<file path="config.mk">
export PLATFORM = sky130hd
export DESIGN_NAME = fetch_stage
export DESIGN_NICKNAME = d
export VERILOG_FILES = /design/src/rtl/cpu_pkg.sv /design/src/rtl/if_id_reg.sv /design/src/rtl/fetch_stage.sv
export SDC_FILE = /design/constraint.sdc
export NUM_CORES = 1
export LEC_CHECK = 0
export ABC_CLOCK_PERIOD_IN_PS = 3300
export BUFFER_PORTS_ARGS = -buffer_cell sky130_fd_sc_hd__buf_2
export CAP_MARGIN = 20
export CORE_ASPECT_RATIO = 1.4
export CORE_MARGIN = 1.5
export CORE_UTILIZATION = 54
export CTS_CLUSTER_DIAMETER = 30
export DETAILED_ROUTE_END_ITERATION = 6
export GPL_TIMING_DRIVEN = 0
export PLACE_DENSITY = 0.91
export REMOVE_ABC_BUFFERS = 1
export SLEW_MARGIN = 20
export SYNTH_ARGS = -nofsm -noshare
export SYNTH_HDL_FRONTEND = slang
export SYNTH_HIERARCHICAL = 1
export SYNTH_SLANG_ARGS = --single-unit
export TNS_END_PERCENT = 30
</file>
<file path="constraint.sdc">
create_clock -name clk -period 3.3 [get_ports clk]
set_input_delay 0.33 -clock clk [delete_from_list [all_inputs] [get_ports clk]]
set_output_delay 0.33 -clock clk [all_outputs]
set_load 0.02 [all_outputs]
</file>
<file path="src/rtl/cpu_pkg.sv">
// Shared CPU constants and types: reset PC, bubble instruction, instruction
// memory address width and the IF/ID payload, plus PC alignment helpers.
package cpu_pkg;

    // Instruction memory is byte addressed with a 16-bit address.
    localparam int IM_ADDR_W = 16;
    localparam int INST_W    = 32;

    // Values shared with decode and the hazard unit.
    localparam logic [IM_ADDR_W-1:0] CPU_RESET_PC = 16'h0000;
    localparam logic [INST_W-1:0]    CPU_NOP_INST = 32'h00000013;

    // Sequential fetch advances by one 32-bit word.
    localparam logic [IM_ADDR_W-1:0] PC_STEP = 16'd4;

    typedef logic [IM_ADDR_W-1:0] pc_t;
    typedef logic [INST_W-1:0]    inst_t;

    // Contents of the IF/ID pipeline register.
    typedef struct packed {
        inst_t inst;
        pc_t   pc;
        logic  valid;
    } if_id_t;

    // What the IF/ID register does on the coming edge.
    typedef enum logic [1:0] {
        IFID_LOAD   = 2'd0,
        IFID_HOLD   = 2'd1,
        IFID_BUBBLE = 2'd2
    } if_id_op_e;

    // Force a byte address onto a word boundary.
    function automatic pc_t alignPc(input pc_t addr);
        return {addr[IM_ADDR_W-1:2], 2'b00};
    endfunction

    // True when a byte address is not word aligned.
    function automatic logic isMisaligned(input pc_t addr);
        return |addr[1:0];
    endfunction

endpackage

</file>
<file path="src/rtl/if_id_reg.sv">
// IF/ID pipeline register: instruction, its PC and a valid bit.
// A bubble request beats stall, and stall beats a fresh load.
module if_id_reg
    import cpu_pkg::*;
#(
    parameter logic [31:0] NOP_INST = CPU_NOP_INST
) (
    input  logic        clk,
    input  logic        rst_n,
    input  logic        i_bubble,
    input  logic        i_stall,
    input  logic [31:0] i_inst,
    input  logic [15:0] i_pc,
    output logic [31:0] o_inst,
    output logic [15:0] o_pc,
    output logic        o_valid,
    output logic        o_capture
);

    if_id_op_e w_op;
    if_id_t    r_ifId;

    // Pick this edge's operation from the bubble/stall priority.
    always_comb begin
        w_op = IFID_LOAD;
        if (i_bubble) begin
            w_op = IFID_BUBBLE;
        end else if (i_stall) begin
            w_op = IFID_HOLD;
        end
    end

    // Register update; the PC is still recorded on a bubble so it is never stale X.
    always_ff @(posedge clk or negedge rst_n) begin
        if (!rst_n) begin
            r_ifId.inst  <= NOP_INST;
            r_ifId.pc    <= 16'h0000;
            r_ifId.valid <= 1'b0;
        end else begin
            case (w_op)
                IFID_BUBBLE: begin
                    r_ifId.inst  <= NOP_INST;
                    r_ifId.pc    <= i_pc;
                    r_ifId.valid <= 1'b0;
                end
                IFID_HOLD: begin
                    r_ifId <= r_ifId;
                end
                default: begin
                    r_ifId.inst  <= i_inst;
                    r_ifId.pc    <= i_pc;
                    r_ifId.valid <= 1'b1;
                end
            endcase
        end
    end

    assign o_inst    = r_ifId.inst;
    assign o_pc      = r_ifId.pc;
    assign o_valid   = r_ifId.valid;
    assign o_capture = (w_op == IFID_LOAD);

endmodule

</file>
<file path="src/rtl/fetch_stage.sv">
// Instruction fetch stage: PC register and next-PC selection, drives the
// instruction memory, feeds IF/ID, tracks misaligned redirects and counts
// fresh instruction captures.
module fetch_stage
    import cpu_pkg::*;
#(
    parameter logic [15:0] RESET_PC = CPU_RESET_PC,
    parameter logic [31:0] NOP_INST = CPU_NOP_INST
) (
    input  logic        clk,
    input  logic        rst_n,
    input  logic        stall,
    input  logic        flush,
    input  logic        redirect_valid,
    input  logic [15:0] redirect_pc,
    output logic [15:0] im_addr,
    output logic [3:0]  im_w_en,
    input  logic [31:0] im_rdata,
    output logic [31:0] id_inst,
    output logic [15:0] id_pc,
    output logic        id_valid,
    output logic        misalign_err,
    output logic [31:0] fetch_cnt
);

    logic [15:0] r_pc;
    logic [15:0] w_nextPc;
    logic [15:0] w_redirTarget;
    logic        w_bubble;
    logic        w_capture;
    logic        r_misalign;
    logic [31:0] r_fetchCnt;

    assign w_redirTarget = alignPc(redirect_pc);
    assign w_bubble      = redirect_valid | flush;

    // Next PC: a redirect wins even over stall, stall holds, else step one word.
    always_comb begin
        w_nextPc = r_pc + PC_STEP;
        if (redirect_valid) begin
            w_nextPc = w_redirTarget;
        end else if (stall) begin
            w_nextPc = r_pc;
        end
    end

    // PC register.
    always_ff @(posedge clk or negedge rst_n) begin
        if (!rst_n) begin
            r_pc <= RESET_PC;
        end else begin
            r_pc <= w_nextPc;
        end
    end

    // Sticky flag for any redirect whose target was not word aligned.
    always_ff @(posedge clk or negedge rst_n) begin
        if (!rst_n) begin
            r_misalign <= 1'b0;
        end else if (redirect_valid && isMisaligned(redirect_pc)) begin
            r_misalign <= 1'b1;
        end
    end

    // Count only fresh valid captures into IF/ID; wraps silently.
    always_ff @(posedge clk or negedge rst_n) begin
        if (!rst_n) begin
            r_fetchCnt <= 32'd0;
        end else if (w_capture) begin
            r_fetchCnt <= r_fetchCnt + 32'd1;
        end
    end

    if_id_reg #(
        .NOP_INST (NOP_INST)
    ) u_ifId (
        .clk       (clk),
        .rst_n     (rst_n),
        .i_bubble  (w_bubble),
        .i_stall   (stall),
        .i_inst    (im_rdata),
        .i_pc      (r_pc),
        .o_inst    (id_inst),
        .o_pc      (id_pc),
        .o_valid   (id_valid),
        .o_capture (w_capture)
    );

    // Memory is read-only from fetch, so its write enables stay low.
    assign im_w_en      = 4'b0000;
    assign im_addr      = r_pc;
    assign misalign_err = r_misalign;
    assign fetch_cnt    = r_fetchCnt;

endmodule
</file>
; ---- After elaboration in Yosys (flattened, before gate mapping)
; Index checks and enable logic that the tools add are counted.
[totals]
regBits = 98
[classes]
addsub = 2
n_eq_ne = 3
muxes = 5
bitwise_logic = 1
reduce_logical = 3
[op_table]
columns = op, count
row1 = 49-bit case mux with 2 select lines, 1
row2 = 32-bit by 1-bit adder with 32-bit output (second input constant), 1
row3 = 16-bit two-way mux, 2
row4 = 16-bit by 3-bit adder with 16-bit output (second input constant), 1
row5 = 2-bit by 1-bit == test with 1-bit output (second input constant), 1
row6 = 2-bit == test (second input constant), 1
row7 = 2-bit zero test, 1
row8 = 2-bit two-way mux, 1
row9 = 2-bit by 1-bit inequality test with 1-bit output (second input constant), 1
row10 = 2-bit OR reduction, 1
row11 = 1-bit logical AND, 1
row12 = 1-bit two-way mux, 1
row13 = 1-bit bitwise OR, 1

; ---- Logic depth before layout (Yosys ltp)
; Gate-level depths: netlist (run 1).
[logic_depth]
depth_word = 4
mapped_depth = 10

; ---- Cells and area by module
; The synthesis (run 1) kept the hierarchy.
[modules_own_cells]
columns = module, instances, cells_per_inst, area_each_um2, seq_area_each_um2
row1 = fetch_stage, 1, 219, 2407.3, 1176.1
row2 = if_id_reg, 1, 143, 1993.2, 1229.9

; ---- Worst setup path before layout (run 1)
; OpenSTA, ideal clock, no wires.
[synth_path]
kind = in2reg
startpoint = input redirect_valid
endpoint = register r_fetchCnt[19], in the netlist fetch_cnt[19]
setup_time_ps = 130
arrival_time_ps = 2201
path_slack_ps = 969
cell_stages = 10
path_buffers = 4
path_cell_list = clkbuf_1 -> or2_2 -> buf_6 -> clkbuf_1 -> nor2_1 -> and4_2 -> and4_1 -> buf_4 -> nand4_1 -> xnor2_1
[synth_via]
elab_chain_cells = 3
[synth_rtl]
columns = item, line_no
row1 = start: declaration, fetch_stage.sv:14  ; input logic redirect_valid,
row2 = 1-bit bitwise OR, fetch_stage.sv:35  ; assign w_bubble = redirect_valid | flush;
row3 = via w_bubble, fetch_stage.sv:29  ; logic w_bubble;
row4 = 2-bit two-way mux, if_id_reg.sv:26  ; if (i_bubble) begin
row5 = 2-bit zero test, if_id_reg.sv:61  ; assign o_capture = (w_op == IFID_LOAD);
row6 = via w_capture, fetch_stage.sv:30  ; logic w_capture;
row7 = end signal: assignment, fetch_stage.sv:70  ; r_fetchCnt <= r_fetchCnt + 32'd1;
row8 = end: declaration, fetch_stage.sv:32  ; logic [31:0] r_fetchCnt;
; The timed path passes the listed nets, and every way through them passes these cells.
; A chain may end at the register's enable or synchronous reset.

; ---- Worst setup path in the final report (run 1)
[layout_path]
startpoint = input redirect_valid
endpoint = register r_fetchCnt[29], in the netlist fetch_cnt[29]
; Same word-level chain as after synthesis.

==> results.sh, run 1 <==
export IMPL_whs_path_depth=3
export IMPL_dp_hpwl_um=6760
export IMPL_antenna_found_initial=0
export IMPL_regToRegSetupSlack_ns=1.52
export IMPL_cts_htree_levels=3
export IMPL_fin_ws_ns=0.732
export IMPL_via_per_inst=5.26
export IMPL_ctsResizeCount=0
export IMPL_hold_viol_final=0
export IMPL_end_kind="flop"
export IMPL_path_max_fanout=35
export IMPL_leakagePower_nw=2.88
export IMPL_fin_crit_sh=0.778
export IMPL_dieArea_mm2=0.00871
export IMPL_coreArea_mm2=0.00785
export IMPL_postSynthCellCount=362
export IMPL_num_vias=3218
export IMPL_dp_cells=595
export IMPL_cts_sinks=96
export IMPL_wire_per_inst_um=15.5
export IMPL_peakVddDrop_mv=0.478
export IMPL_post_route_min_period_ns=2.57
export IMPL_drc=0
export IMPL_die_x_um=79.3
export IMPL_hold_buffers=1
export IMPL_setup_viol=0
export IMPL_grt_max_degree=80
export IMPL_crit_required_ns=3.59
export IMPL_antenna_cells=0
export IMPL_synth_top_cell_area_share=0.529
export IMPL_syn_area_mm2=0.00440
export IMPL_critPathKind="input pin to flop"
export IMPL_fin_skew_ns=0.00906
export IMPL_instances_no_fill=612
export IMPL_groute_usage_overall=0.229
export IMPL_worstSetupStartpointType="input pin"
export IMPL_synth_warning_count=6
export IMPL_grt_setup_unrepaired="no"
export IMPL_portBuffers=148
export IMPL_io_pins=155
export IMPL_syn_avg_cell_area_um2=12.2
export IMPL_worst_pin_slew_ns=0.670
export IMPL_hp_class="input pin to flop"
export IMPL_die_h_um=110
export IMPL_ys_seq_area_frac=0.547
export IMPL_start_util=0.561
export IMPL_fmaxAchievable_mhz=389
export IMPL_area_delta_synth_final_pct=22.4
export IMPL_status="completed"
export IMPL_slew_violations=0
export IMPL_clock_latency_ns=0.36
export IMPL_synth_edf_count=0
export IMPL_dpl_instance_area_mm2=0.00516
export IMPL_cts_path_max_buffers=2
export IMPL_drv_cap=0
export IMPL_overflow=0
export IMPL_numCtsBuffers=9
export IMPL_pre_cts_ws_ns=0.379
export IMPL_drive_gt1_frac=0.400
export IMPL_routed_wl_um=9490
export IMPL_fin_setup_tns_ns=0
export IMPL_final_nets=562
export IMPL_path_clk_slew_ns=0.09
export IMPL_async_flop_share=1.00
export IMPL_postRouteAntennaNets=0
export IMPL_power_per_cell_area_mw_per_mm2=478
export IMPL_r2r_cells=4
export IMPL_synth_ff_type="dfrtp_1"
export IMPL_yosysTopAreaCell="dfrtp_1"
export IMPL_synth_top_cells_by_area="dfrtp_1 53%, mux2i_1 6.8%, xnor2_1 4.8%"
export IMPL_fin_area_mm2=0.00539
export IMPL_grt_first_pass_wirelength_um=15300
export IMPL_first_pass_iters=4
export IMPL_grt_pass1_vias=3243
export IMPL_tritoncts="yes"
export IMPL_gp_congestion=0.810
export IMPL_layout_core_utilization=0.687
export IMPL_num_rows=38
export IMPL_clockRootBuffer="clkbuf_8"
export IMPL_slew_headroom=0.554
export IMPL_crit_arrival_ns=2.86
export IMPL_postCtsSetupRepairBufs=0
export IMPL_ys_ff_latch=96
export IMPL_initialDrtViolationCount=142
export IMPL_ys_types=42
## synth_stat cells (2+ instances only)
master,count
mux2i_1,30
inv_1,6
o21ai_0,8
nor2b_1,5
xor2_1,19
a211o_1,3
clkbuf_1,6
nor4b_2,2
ha_1,2
nor3_1,4
nor2_1,38
and4_4,2
nor3_2,5
nand4_1,7
nand4b_1,2
and3_2,2
o21ai_1,5
nand4_4,3
buf_6,4
buf_4,12
mux2_2,8
dfrtp_1,93
mux2_4,10
nand3_1,12
xnor2_1,24
nand2_1,24
and4_1,4
dfstp_2,3
and3_1,3
and2_1,3
nor4_2,2
## area by class of cell
type                       instances  area (um2)
timing repair buffer             150         787
fill                             605        2460
sequential                        96        2410
inverter                           6        22.5
tap                              100         125
multi-input combinational        244        1840
clock buffer                      14         173
clock inverter                     2        37.5
## per-stage QoR
stage	hold slack, ns	power (mW)
after floorplan	0.0344	1.59
after global placement	0.448	1.77
after detailed placement	0.181	1.79
after CTS	0.168	2.60
after global routing	0.186	2.69
final	0.191	2.57
## flip-flops by register name, indices dropped and copies added, names as in the netlist
| register | count |
|---|---|
| fetch_cnt | 32 |
| u_ifId/o_inst | 32 |
| u_ifId/o_valid | 1 |
| misalign_err | 1 |
| im_addr | 14 |
| u_ifId/o_pc | 16 |
## routing by layer
metal  part of all wire  routed length (um)  track usage
met5                  0                   0            0
met4              0.025                 238        0.119
met3              0.049                 468       0.0531
met2               0.52                4980        0.394
met1               0.40                3800        0.264
## placed cells by master, fill, tap and decap left out, types with 3 or more instances in the layout
cell / instances
nor2b_1: 5
xnor2_1: 24
xor2_1: 19
nand2_1: 24
and2_1: 3
dfrtp_1: 93
clkbuf_8: 12
inv_1: 6
nor2_1: 38
mux2_2: 8
nor3_1: 4
conb_1: 8
o21ai_1: 5
nand4_1: 7
mux2_4: 10
o21ai_0: 8
mux2i_1: 30
and3_1: 3
buf_2: 146
dfstp_2: 3
nor3_2: 5
a211o_1: 3
nand3_1: 12
and4_1: 4
nand4_4: 3
## worst paths after layout
check                                start                 to
hold / removal             redirect_pc[10]        im_addr[10]
setup / recovery            redirect_valid      fetch_cnt[29]
hold reg to reg               misalign_err       misalign_err
max in group asynchronous            rst_n   u_ifId/o_inst[0]
min in group asynchronous            rst_n  u_ifId/o_inst[27]
setup reg to reg              fetch_cnt[4]      fetch_cnt[29]
## where the power goes
part           internal (mW)  switching [mW]
sequential              1.26          0.0828
clock                  0.414           0.390
combinational          0.175           0.253
## cell families after synthesis
kind of cell,count (synthesis),share of synthesized area
muxes,48,0.123
AOI/OAI and AO/OA,18,0.0242
xor gates and xnor gates,43,0.0856
buffers and inverters,29,0.0421
other,1,0.000852
adders and majority gates,2,0.00569
DFF,96,0.547
and+or+nand+nor,125,0.172
## worst max-delay path, stage by stage
cell     delay [ns]
buf_2          0.26
or2_2          0.62
nor2_1         0.38
and4_2         0.32
and4_1         0.46
nor4b_2        0.31
xor2_1         0.16
(Power assumes the default switching activity.)
==> run 2, diff against run 1 <==
--- a/config.mk
+++ b/config.mk
@@ -5,16 +5,16 @@
 export SDC_FILE = /design/constraint.sdc
 export NUM_CORES = 1
 export LEC_CHECK = 0
-export ABC_CLOCK_PERIOD_IN_PS = 3300
+export ABC_CLOCK_PERIOD_IN_PS = 2500
 export BUFFER_PORTS_ARGS = -buffer_cell sky130_fd_sc_hd__buf_2
 export CAP_MARGIN = 20
 export CORE_ASPECT_RATIO = 1.4
 export CORE_MARGIN = 1.5
-export CORE_UTILIZATION = 54
+export CORE_UTILIZATION = 50
 export CTS_CLUSTER_DIAMETER = 30
 export DETAILED_ROUTE_END_ITERATION = 6
 export GPL_TIMING_DRIVEN = 0
-export PLACE_DENSITY = 0.91
+export PLACE_DENSITY = 0.85
 export REMOVE_ABC_BUFFERS = 1
 export SLEW_MARGIN = 20
 export SYNTH_ARGS = -nofsm -noshare
==> constraint.sdc (replaced) <==
create_clock -name clk -period 2.5 [get_ports clk]
set_input_delay 0.25 -clock clk [delete_from_list [all_inputs] [get_ports clk]]
set_output_delay 0.25 -clock clk [all_outputs]
set_load 0.02 [all_outputs]
==> run 2 against run 1 <==
Sequential power is 32% higher. Clock skew is 0.0032 ns lower. Power is 37% higher. Non-clock buffer count stayed put. Worst setup slack worse by 0.43 ns. Wire length is 3.9% lower. Sequential share of layout area is 0.44 points lower. Critical path depth stayed put. Via count is 0.78% lower. Cell count is 0.82% higher. Critical path type unchanged. Count of clock-buffer cells in the layout stayed put. Clock power is 48% higher.
==> results.sh, run 2 (synthesis gave the netlist of run 1 again) <==
export IMPL_num_rows=40
export IMPL_cts_sinks=96
export IMPL_dp_cells=600
export IMPL_layout_commonest_cell="buf_2"
export IMPL_worstSetupStartpointType="input pin"
export IMPL_slew_violations=0
export IMPL_nFillCells=683
export IMPL_drt_met1_wl_um=3620
export IMPL_slew_headroom=0.562
export IMPL_fin_skew_ns=0.00590
export IMPL_setup_viol=0
export IMPL_initialDrtViolationCount=84
export IMPL_peakVddDrop_mv=0.500
export IMPL_drv_cap=0
export IMPL_groute_usage_overall=0.206
export IMPL_tritoncts="yes"
export IMPL_die_h_um=114
export IMPL_wire_per_inst_um=14.8
export IMPL_reg2reg_to="fetch_cnt[29]"
export IMPL_die_x_um=82.3
export IMPL_final_cell_mix="146 x buf_2, 93 x dfrtp_1, 38 x nor2_1, 30 x mux2i_1"
export IMPL_wl_met2_um=4890
export IMPL_crit_path_top_delay_cell="or2_4"
export IMPL_holdPathEnd="im_addr[4]"
export IMPL_dp_hpwl_um=6710
export IMPL_min_from="redirect_pc[4]"
export IMPL_area_delta_synth_final_pct=23.6
export IMPL_first_pass_iters=4
export IMPL_leakagePower_nw=2.90
export IMPL_postRouteAntennaNets=0
export IMPL_regToRegSetupSlack_ns=0.78
export IMPL_clock_latency_ns=0.33
export IMPL_hp_class="input pin to flop"
export IMPL_fin_crit_sh=0.878
export IMPL_dr_wl_met3_um=436
export IMPL_path_max_fanout=35
export IMPL_critPathKind="input pin to flop"
export IMPL_path_clk_slew_ns=0.06
export IMPL_num_vias=3193
export IMPL_instances_no_fill=617
export IMPL_drive_gt1_frac=0.396
export IMPL_status="completed"
export IMPL_crit_required_ns=2.75
export IMPL_cts_htree_levels=3
export IMPL_r2r_start="fetch_cnt[4]"
export IMPL_cpPeakStageDelay_ns=0.46
export IMPL_power_per_cell_area_mw_per_mm2=646
export IMPL_worst_pin_slew_ns=0.658
export IMPL_fmaxAchievable_mhz=456
export IMPL_routed_top_layer="met4"
export IMPL_portBuffers=148
export IMPL_crit_arrival_ns=2.45
export IMPL_grt_pass1_vias=3239
export IMPL_overflow=0
export IMPL_coreArea_mm2=0.00856
export IMPL_gp_congestion=0.790
export IMPL_numCtsBuffers=9
export IMPL_io_pins=155
export IMPL_cts_path_max_buffers=2
export IMPL_r2r_cells=4
export IMPL_end_kind="flop"
export IMPL_antenna_cells=0
export IMPL_clockRootBuffer="clkbuf_16"
export IMPL_routed_wl_um=9120
export IMPL_fin_setup_tns_ns=0
export IMPL_grt_first_pass_wirelength_um=14900
export IMPL_cp_common_cell="and4_2"
export IMPL_dpl_instance_area_mm2=0.00517
export IMPL_start_util=0.514
export IMPL_final_nets=562
export IMPL_post_route_min_period_ns=2.19
export IMPL_worstPathCellList="buf_2, or2_4, nor2_1, and4_2, and4_2, nor4b_2, xor2_1"
export IMPL_grt_max_degree=50
export IMPL_grt_setup_unrepaired="no"
export IMPL_whs_path_depth=3
export IMPL_dieArea_mm2=0.00938
export IMPL_hold_viol_final=0
export IMPL_drc=0
export IMPL_via_per_inst=5.18
export IMPL_antenna_found_initial=0
export IMPL_fin_area_mm2=0.00544
-- run 2: metal layers --
| metal | track usage | vias up |
|---|---|---|
| li1 | - | 1505 |
| met1 | 0.229 | 1582 |
| met2 | 0.371 | 93 |
| met3 | 0.0432 | 13 |
| met4 | 0.0802 | 0 |
| met5 | 0 | - |
-- run 2: metrics by stage --
stage	total power [mW]	util	worst slack, ns	hold WS (ns)
after floorplan	2.10	-	0.375	-0.0456
after global placement	2.33	0.600	-0.286	0.449
after detailed placement	2.36	0.604	-0.330	0.217
after CTS	3.57	0.635	0.203	0.124
after global routing	3.70	0.636	0.136	0.145
final	3.52	0.636	0.306	0.135
-- run 2: layout make-up --
| cell class | count | area, um2 | area share |
|---|---|---|---|
| Clock buffer | 14 | 244 | 0.0448 |
| Tap cell | 105 | 131 | 0.0241 |
| Inverter | 6 | 22.5 | 0.00414 |
| Sequential cell | 96 | 2410 | 0.442 |
| Multi-Input combinational cell | 244 | 1840 | 0.338 |
| Timing Repair Buffer | 150 | 787 | 0.145 |
| Clock inverter | 2 | 10.0 | 0.00184 |
-- run 2: critical path: cells and delay by family --
kind,cells,cell delay [ns]
buffers and inverters,1,0.26
xor gates and xnor gates,1,0.16
and+or+nand+nor,5,1.75
-- run 2: how the worst max path moves through the flow --
stage / from / to / slack, ns / depth (start not counted)
5_1_grt: redirect_valid / fetch_cnt[29] / 0.14 / 7
3_3_place_gp: redirect_valid / fetch_cnt[29] / -0.29 / 7
2_1_floorplan: redirect_valid / fetch_cnt[29] / 0.38 / 6
3_5_place_dp: redirect_valid / fetch_cnt[29] / -0.33 / 7
6_report: redirect_valid / fetch_cnt[29] / 0.31 / 7
4_1_cts: redirect_valid / fetch_cnt[29] / 0.20 / 7
-- run 2: timing repair --
action / CTS / global route
hold buffers: 1 / 0
pin swaps: 0 / 0
setup buffers: 0 / 0
endpoints found under the hold margin: 47 / 0
resized for setup: 1 / 1
endpoints found under the setup margin: 1 / 1
-- run 2: power by group --
| group | switching, mW | internal (mW) |
|---|---|---|
| registers | 0.109 | 1.66 |
| logic | 0.328 | 0.230 |
| clock network | 0.516 | 0.673 |
| total | 0.952 | 2.56 |
==> run 3, diff against run 2 <==
--- a/config.mk
+++ b/config.mk
@@ -10,15 +10,13 @@
 export CAP_MARGIN = 20
 export CORE_ASPECT_RATIO = 1.4
 export CORE_MARGIN = 1.5
-export CORE_UTILIZATION = 50
+export CORE_UTILIZATION = 49
 export CTS_CLUSTER_DIAMETER = 30
 export DETAILED_ROUTE_END_ITERATION = 6
 export GPL_TIMING_DRIVEN = 0
 export PLACE_DENSITY = 0.85
-export REMOVE_ABC_BUFFERS = 1
 export SLEW_MARGIN = 20
 export SYNTH_ARGS = -nofsm -noshare
 export SYNTH_HDL_FRONTEND = slang
-export SYNTH_HIERARCHICAL = 1
 export SYNTH_SLANG_ARGS = --single-unit
 export TNS_END_PERCENT = 30
==> run 3 against run 2 <==
Sequential share of layout area rose by 0.97 points. Utilization up 2.9 points. Clock power is 12% higher. Power is 1.7% higher. Global-route usage up 2.2 points. Worst setup slack better by 0.26 ns. Worst hold slack worse by 0.048 ns. Sequential power fell by 3%. Non-clock buffer count increased by 25. Critical path type is now flop to flop. Largest cell class unchanged.
==> results.sh, run 3 <==
export IMPL_power_per_cell_area_mw_per_mm2=686
export IMPL_end_kind="flop"
export IMPL_reg2reg_to="fetch_cnt[29]"
export IMPL_hold_buffers=1
export IMPL_status="completed"
export IMPL_postSynthCellCount=360
export IMPL_peakVddDrop_mv=0.431
export IMPL_clock_latency_ns=0.36
export IMPL_holdPathEnd="im_addr[10]"
export IMPL_dpl_instance_area_mm2=0.00493
export IMPL_dr_wl_met3_um=644
export IMPL_ctsResizeCount=0
export IMPL_ys_seq_area_frac=0.587
export IMPL_ys_types=32
export IMPL_antenna_found_initial=0
export IMPL_worst_pin_slew_ns=0.879
export IMPL_first_pass_iters=4
export IMPL_nFillCells=612
export IMPL_r2r_cells=5
export IMPL_path_clk_slew_ns=0.09
export IMPL_worstSetupStartpointType="flop"
export IMPL_post_route_min_period_ns=1.94
export IMPL_final_cell_mix="146 x buf_2, 91 x dfrtp_1, 69 x nand2_1, 29 x a22o_1, 28 x xnor2_1"
export IMPL_leakagePower_nw=2.74
export IMPL_cts_path_max_buffers=2
export IMPL_slew_violations=0
export IMPL_synth_warning_count=0
export IMPL_min_from="redirect_pc[10]"
export IMPL_routed_wl_um=9770
export IMPL_via_per_inst=5.25
export IMPL_die_x_um=79.5
export IMPL_ys_ff_latch=94
export IMPL_portBuffers=146
export IMPL_crit_arrival_ns=2.19
export IMPL_groute_usage_overall=0.228
export IMPL_hold_viol_final=0
export IMPL_drive_gt1_frac=0.341
export IMPL_r2r_start="fetch_cnt[3]"
export IMPL_grt_max_degree=67
export IMPL_fin_ws_ns=0.564
export IMPL_synth_common_cells="91 x dfrtp_1, 69 x nand2_1, 29 x a22o_1, 28 x xnor2_1, 22 x nand4_1"
export IMPL_dieArea_mm2=0.00876
export IMPL_antenna_cells=0
export IMPL_crit_required_ns=2.75
export IMPL_pre_cts_ws_ns=0.489
export IMPL_wl_met2_um=5080
export IMPL_cts_htree_levels=3
export IMPL_io_pins=155
export IMPL_start_util=0.512
export IMPL_postRouteAntennaNets=0
export IMPL_initialDrtViolationCount=118
export IMPL_yosys_mux_area_fraction=0.00249
export IMPL_fin_setup_tns_ns=0
export IMPL_drt_met1_wl_um=3880
export IMPL_layout_commonest_cell="buf_2"
export IMPL_yosys_area_share_adder=0.00623
export IMPL_regArea_mm2=0.00236
export IMPL_async_flop_share=1.00
export IMPL_drc=0
export IMPL_syn_avg_cell_area_um2=11.2
export IMPL_synth_ff_type="dfrtp_1"
export IMPL_clockRootBuffer="clkbuf_8"
export IMPL_tritoncts="yes"
export IMPL_grt_first_pass_wirelength_um=15200
export IMPL_fin_area_mm2=0.00521
export IMPL_critPathKind="flop to flop"
export IMPL_num_rows=38
export IMPL_dp_hpwl_um=7190
export IMPL_postCtsSetupRepairBufs=0
export IMPL_num_vias=3313
export IMPL_fin_crit_sh=0.774
export IMPL_synth_top_cell_area_share=0.567
export IMPL_hp_class="input pin to flop"
export IMPL_yosysMostFrequentCell="dfrtp_1"
export IMPL_instances_no_fill=631
export IMPL_grt_pass1_vias=3161
export IMPL_slew_headroom=0.409
export IMPL_syn_area_mm2=0.00402
export IMPL_multi_input_comb_area_mm2=0.00153
export IMPL_wire_per_inst_um=15.5
export IMPL_synth_edf_count=0
export IMPL_fmaxAchievable_mhz=517
export IMPL_dp_cells=614
export IMPL_die_h_um=110
export IMPL_synth_top_family_by_area="simple AND/OR/NAND/NOR gates"
export IMPL_cts_sinks=94
export IMPL_coreArea_mm2=0.00785
export IMPL_critPathLaunch="fetch_cnt[3]"
export IMPL_fin_skew_ns=0.00486
export IMPL_synth_top_cells_by_area="dfrtp_1 57%, nand2_1 6.4%, a22o_1 6.3%"
export IMPL_area_delta_synth_final_pct=29.8
export IMPL_final_nets=581
export IMPL_layout_core_utilization=0.664
export IMPL_synth_simple_area_share=0.179
export IMPL_gp_congestion=0.818
export IMPL_regToRegSetupSlack_ns=0.56
export IMPL_yosysTopAreaCell="dfrtp_1"
export IMPL_setup_viol=0
export IMPL_overflow=0
export IMPL_whs_path_depth=3
export IMPL_path_max_fanout=10
export IMPL_timing_hold_ws_ns=0.0865
export IMPL_routed_top_layer="met4"
export IMPL_finalPower_mw=3.57
export IMPL_synth_compound_area_share=0.0919
export IMPL_numCtsBuffers=9
export IMPL_grt_setup_unrepaired="no"
export IMPL_drv_cap=0
export IMPL_synthXorXnorAreaFrac=0.0938
==> run 3: changes by cell type after synthesis, moves of 5 or more <==
| cell | delta |
|---|---|
| nor2_1 | -31 |
| nand4_1 | +15 |
| mux2_4 | -10 |
| o21ai_1 | -5 |
| o21ai_0 | +7 |
| clkbuf_1 | +10 |
| nand2_1 | +45 |
| mux2i_1 | -29 |
| a22o_1 | +29 |
| nor3_2 | -5 |
| mux2_2 | -8 |
==> run 3: kinds of logic (layout without fill, tap and decap cells) <==
family | after synthesis | after routing
fa+ha+maj | 2 | 2
mux | 1 | 1
flops | 94 | 94
xor+xnor | 43 | 43
simple gates | 140 | 140
other cells | 1 | 8
compound gates | 49 | 49
buf+inv | 30 | 194
==> run 3: area by class of cell <==
type | count | share of cell area
Buffer | 27 | 0.0283
Clock buffer | 10 | 0.0264
Clock inverter | 6 | 0.0254
Inverter | 3 | 0.00216
Multi-Input combinational cell | 243 | 0.293
Sequential cell | 94 | 0.452
Tap cell | 100 | 0.0240
Timing Repair Buffer | 148 | 0.149
==> run 3: worst max path at each step <==
| stage | endpoint | cells after the start | slack [ns] |
|---|---|---|---|
| floorplan | fetch_cnt[18] | 5 | 0.65 |
| global placement | im_addr[6] | 1 | 0.35 |
| detailed placement | u_ifId.o_inst[22] | 5 | 0.49 |
| CTS | fetch_cnt[29] | 4 | 0.57 |
| global route | fetch_cnt[29] | 4 | 0.46 |
| finish | fetch_cnt[29] | 5 | 0.56 |
==> run 3: power breakdown <==
part | switching [mW] | total, mW | leakage [nW] | internal, mW
clock network | 0.536 | 1.33 | 0.132 | 0.791
logic | 0.343 | 0.541 | 1.38 | 0.199
registers | 0.0883 | 1.71 | 1.23 | 1.62
total | 0.967 | 3.57 | 2.74 | 2.61
==> run 3: critical path: stages (launching register included) <==
cell and delay [ns]:
dfrtp_1 0.34, buf_2 0.23, nand4_1 0.12, nor3_1 0.69, nand4_1 0.26, xnor2_1 0.19
==> run 3: metal layers <==
layer  up-vias  track usage
met2       124        0.390
met5         -            0
met4         0        0.103
met1      1614        0.272
met3        12       0.0519
li1       1563            -
